### src/rtl/instr_sequencer.sv
// Multi-cycle fetch/decode/write-back sequencer owning the PC, instruction register and retire count.
// Optional feature: define INSTR_SEQUENCER_SINGLE_STEP_EN to add the `step` input (one-instruction start).
module instr_sequencer #(
    parameter logic [31:0] RESET_PC      = 32'h0000_0000,
    parameter logic [31:0] HALT_INSN     = 32'h0010_0073,
    parameter int unsigned FETCH_TIMEOUT = 15
) (
    input  logic        clk,
    input  logic        reset_n,
    input  logic        run,
`ifdef INSTR_SEQUENCER_SINGLE_STEP_EN
    input  logic        step,
`endif
    input  logic        mem_ready,
    input  logic [31:0] mem_rdata,
    output logic        mem_req,
    output logic [29:0] mem_addr,
    output logic [31:0] pc_value,
    output logic [31:0] instr,
    output logic        decode_valid,
    output logic        reg_write_enable,
    output logic        busy,
    output logic        halted,
    output logic        fetch_error,
    output logic [31:0] retired_count
);

    localparam int unsigned WAIT_W = (FETCH_TIMEOUT > 0) ? $clog2(FETCH_TIMEOUT + 1) : 1;
    localparam logic [WAIT_W-1:0] WAIT_MAX = WAIT_W'(FETCH_TIMEOUT);

    typedef enum logic [2:0] {
        IDLE,
        FETCH,
        DECODE,
        WRITE,
        HALT
    } state_t;

    state_t             state_q, state_d;
    logic [31:0]        pc_q, pc_d;
    logic [31:0]        instr_q, instr_d;
    logic [31:0]        retired_q, retired_d;
    logic               fetch_error_q, fetch_error_d;
    logic [WAIT_W-1:0]  wait_q, wait_d;
`ifdef INSTR_SEQUENCER_SINGLE_STEP_EN
    logic               step_mode_q, step_mode_d;
`endif

    always_comb begin
        state_d       = state_q;
        pc_d          = pc_q;
        instr_d       = instr_q;
        retired_d     = retired_q;
        fetch_error_d = fetch_error_q;
        wait_d        = wait_q;
`ifdef INSTR_SEQUENCER_SINGLE_STEP_EN
        step_mode_d   = step_mode_q;
`endif
        case (state_q)
            IDLE: begin
                if (run) begin
                    state_d = FETCH;
                    wait_d  = '0;
`ifdef INSTR_SEQUENCER_SINGLE_STEP_EN
                    step_mode_d = 1'b0;
                end else if (step) begin
                    state_d     = FETCH;
                    wait_d      = '0;
                    step_mode_d = 1'b1;
`endif
                end
            end
            FETCH: begin
                // Ready takes priority over a timeout landing on the same cycle.
                if (mem_ready) begin
                    instr_d = mem_rdata;
                    state_d = DECODE;
                end else if (FETCH_TIMEOUT != 0) begin
                    if (wait_q == WAIT_MAX) begin
                        fetch_error_d = 1'b1;
                        state_d       = HALT;
                    end else begin
                        wait_d = wait_q + WAIT_W'(1);
                    end
                end
            end
            DECODE: begin
                state_d = (instr_q == HALT_INSN) ? HALT : WRITE;
            end
            WRITE: begin
                pc_d      = pc_q + 32'd4;
                retired_d = retired_q + 32'd1;
                wait_d    = '0;
                state_d   = run ? FETCH : IDLE;
`ifdef INSTR_SEQUENCER_SINGLE_STEP_EN
                if (step_mode_q) begin
                    state_d = IDLE;
                end
`endif
            end
            HALT: begin
                state_d = HALT;
            end
            default: begin
                state_d = IDLE;
            end
        endcase
    end

    always_ff @(posedge clk or negedge reset_n) begin
        if (!reset_n) begin
            state_q       <= IDLE;
            pc_q          <= {RESET_PC[31:2], 2'b00};
            instr_q       <= '0;
            retired_q     <= '0;
            fetch_error_q <= 1'b0;
            wait_q        <= '0;
`ifdef INSTR_SEQUENCER_SINGLE_STEP_EN
            step_mode_q   <= 1'b0;
`endif
        end else begin
            state_q       <= state_d;
            pc_q          <= pc_d;
            instr_q       <= instr_d;
            retired_q     <= retired_d;
            fetch_error_q <= fetch_error_d;
            wait_q        <= wait_d;
`ifdef INSTR_SEQUENCER_SINGLE_STEP_EN
            step_mode_q   <= step_mode_d;
`endif
        end
    end

    assign mem_req          = (state_q == FETCH);
    assign decode_valid     = (state_q == DECODE);
    assign reg_write_enable = (state_q == WRITE);
    assign halted           = (state_q == HALT);
    assign busy             = (state_q != IDLE) && (state_q != HALT);
    assign mem_addr         = pc_q[31:2];
    assign pc_value         = pc_q;
    assign instr            = instr_q;
    assign fetch_error      = fetch_error_q;
    assign retired_count    = retired_q;

endmodule

### config.mk
export PLATFORM = sky130hd
export DESIGN_NAME = instr_sequencer
export DESIGN_NICKNAME = d
export VERILOG_FILES = /design/src/rtl/instr_sequencer.sv
export SDC_FILE = /design/constraint.sdc
export NUM_CORES = 1
export LEC_CHECK = 0
export CAP_MARGIN = 5
export CORE_MARGIN = 5
export CORE_UTILIZATION = 46
export DETAILED_ROUTE_END_ITERATION = 8
export GPL_ROUTABILITY_DRIVEN = 0
export GPL_TIMING_DRIVEN = 0
export PLACE_DENSITY = 0.92
export SLEW_MARGIN = 20
export SYNTH_ARGS = -nofsm -noshare
export SYNTH_HDL_FRONTEND = slang
export SYNTH_SLANG_ARGS = --single-unit
### constraint.sdc
create_clock -name clk -period 2.05 [get_ports clk]
set_input_delay 0.3075 -clock clk [delete_from_list [all_inputs] [get_ports clk]]
set_output_delay 0.3075 -clock clk [all_outputs]
set_load 0.03 [all_outputs]
==> results.py <==
metrics = {
    "synth": {
        "synth_top_area_share_pct": 52.50,
        "yosysUniqueCellTypes": 47,
        "synthMuxAreaShare_pct": 7.874,
        "synth-simple-area-share_pct": 17.99,
        "synthTopCellsByCount": "102 x dfrtp_1, 35 x buf_4, 34 x mux2_2, 34 x xnor2_1, 26 x xor2_1",
        "synth_area_leaders": "dfrtp_1 52%, mux2_2 7.9%, xnor2_1 6.1%, buf_4 5.4%, xor2_1 4.7%",
        "synth-xor-area-share_pct": 10.81,
        "synth-seq-area-share_pct": 52.50,
        "synth_edf_count": 0,
        "synth.ff_latch_count": 102,
        "yosys.area.top_type": "dfrtp_1",
        "yosysWarningCount": 0,
        "synth_area_sq_um": 4862,
        "synth_fa_ha_area_share_pct": 0.7720,
        "async_reset_ff_share_pct": 100.0,
        "synthFlopType": "dfrtp_1",
        "postSynthCellCount": 412,
        "synth.most_common_cell": "dfrtp_1",
        "synth_top_family_by_area": "simple AND/OR/NAND/NOR gates",
        "synth_compound_gate_area_share_pct": 2.599,
        "syn_area_per_cell_sq_um": 11.80,
    },
    "clock_tree": {
        "htree_levels": 3,
        "clock-sinks": 102,
        "path_clk_slew_ps": 100,
        "cts_tree": "built",
        "insertion_delay_ps": 370,
        "root_buffer": "clkbuf_8",
        "cts_max_path_buffers": 2,
        "postCtsSetupBuffers": 0,
        "cts_inserted_buffers": 9,
    },
    "sta": {
        "finalSetupTns_ps": 0,
        "hold_viol": 0,
        "period_minus_slack_ps": 1966,
        "timing.hold.ws_ps": 360.7,
        "rsz0062_at_grt": "no",
        "max_freq_ghz": 0.5086,
        "finalWorstSetupSlack_ps": 83.92,
        "report.final.slew_viol_count": 0,
        "finClkSkew_ps": 10.86,
        "setup_viol": 0,
        "finalCritPeriodShare_pct": 95.91,
    },
    "floorplanning": {
        "dieWidth_um": 112.8,
        "die_area_sq_um": 12730,
        "start_util_pct": 47.10,
        "core_area_sq_um": 10320,
        "rows": 37,
        "die_h_um": 112.8,
        "io_pins": 168,
    },
    "grt": {
        "grt.overflow.total": 0,
        "antenna_found_initial": 0,
        "grt_pass1_wl_mm": 19.95,
        "grt_max_degree": 83,
        "grt_use_total_pct": 19.20,
        "first_global_vias": 3981,
    },
    "placement": {
        "dp_cells": 715,
        "port_buffers": 165,
        "dp.final_hpwl_mm": 9.142,
        "pre_cts_slack_ps": -153.0,
        "post_dp_cell_area_sq_um": 6723,
    },
    "power_and_ir_drop": {
        "power_density_nw_per_um2": 1116,
        "finalPower_mw": 7.789,
        "ir_drop_mv": 0.9251,
        "p_leak_nw": 3.073,
    },
    "detailed_routing": {
        "wirelength_mm": 12.19,
        "dr.first_iter.drc_count": 141,
        "antenna_left": 0,
        "vias": 3851,
        "wire_per_inst_um": 16.65,
        "viasPerCell": 5.261,
        "firstDrtPassIters": 5,
        "drc_errors": 0,
    },
    "critical_path": {
        "rr_worst_depth": 6,
        "crit_required_ps": 1740,
        "critPathArrivalTime_ps": 1660,
        "critPathCaptureType": "output port",
        "worst-setup-path-type": "flop to output port",
        "worst-path-max-fanout": 6,
        "start_kind": "flop",
    },
    "final_layout": {
        "nets": 630,
        "final_area_sq_um": 6977,
        "areaGrowthSynthToFinish_pct": 43.49,
        "instances_no_fill": 732,
        "final_util_pct": 67.58,
        "num_antenna_cells": 0,
        "fillers": 770,
        "drive_above_1_share_pct": 19.46,
    },
    "outcome": {
        "status": "finished clean",
    },
    "min_path": {
        "hold_path_class": "primary input to asynchronous set/reset pin",
    },
    "job": {
        "drv_cap": 0,
    },
}
-- critical path, stage by stage (launching register included) --
cell and delay [ps]:
dfrtp_1 480, buf_4 150, clkdlybuf4s50_1 660
-- final timing paths --
kind	from	end	slack [ps]
setup reg to reg	state_q[1]	instr[16]	140
hold reg to reg	retired_count[23]	retired_count[23]	500
max in group asynchronous	reset_n	instr[25]	1030
setup / recovery	pc_value[18]	pc_value[18]	80
hold / removal	reset_n	pc_value[11]	360
min in group clk	retired_count[23]	retired_count[23]	500
-- power by group --
group	switching [mW]	internal (mW)	leakage [nW]	total (mW)
clock network	0.695	0.755	0.116	1.45
logic	1.85	1.55	1.62	3.41
registers	0.453	2.48	1.33	2.93
-- layout make-up --
class | instances | area (sq um) | area share, %
plain buffers | 47 | 331.6 | 4.753
clock buffers | 11 | 151.4 | 2.170
clock inverters | 5 | 81.33 | 1.166
inverters | 9 | 33.78 | 0.4842
multi-input cells | 255 | 1978 | 28.35
flip-flops and latches | 102 | 2555 | 36.62
well taps | 136 | 170.2 | 2.439
repair buffers | 167 | 1675 | 24.01
-- kinds of logic after synthesis --
group / Yosys count
compound gates: 19
xor+xnor: 60
fa+ha+maj: 3
buf+inv: 56
flops: 102
mux: 34
other cells: 1
simple gates: 137
-- cell usage in the layout (no fill, tap or decap), drive strengths merged, types with 3 or more instances in the layout --
cell type	n
nor4	20
nor3	11
dfrtp	102
clkdlybuf4s50	159
nand3	20
clkbuf	15
nand2	22
nand4	20
mux2	34
xor2	26
xnor2	34
o21ai	8
nor3b	3
ha	3
and3	7
and4	10
buf	48
nor2	4
inv	9
and2	11
-- registers in the layout (all words and copies together), names as in the netlist --
register,flops
state_q,3
retired_count,32
pc_value,30
fetch_error,1
instr,32
wait_q,4
-- layer usage --
layer	routed length [um]	vias to the layer above	global-route usage [%]
met5	0	-	0
met4	176	0	6.410
met3	969	20	5.722
met2	6086	150	32.62
met1	4954	1899	23.37
li1	-	1782	-
-- repair_timing --
item	in CTS	in global routing
pin swaps	0	0
hold buffers	1	0
setup endpoints to repair	5	17
endpoints found under the hold margin	20	0
gates resized for setup	11	10
Note: power is estimated with default switching activity, not from simulation.
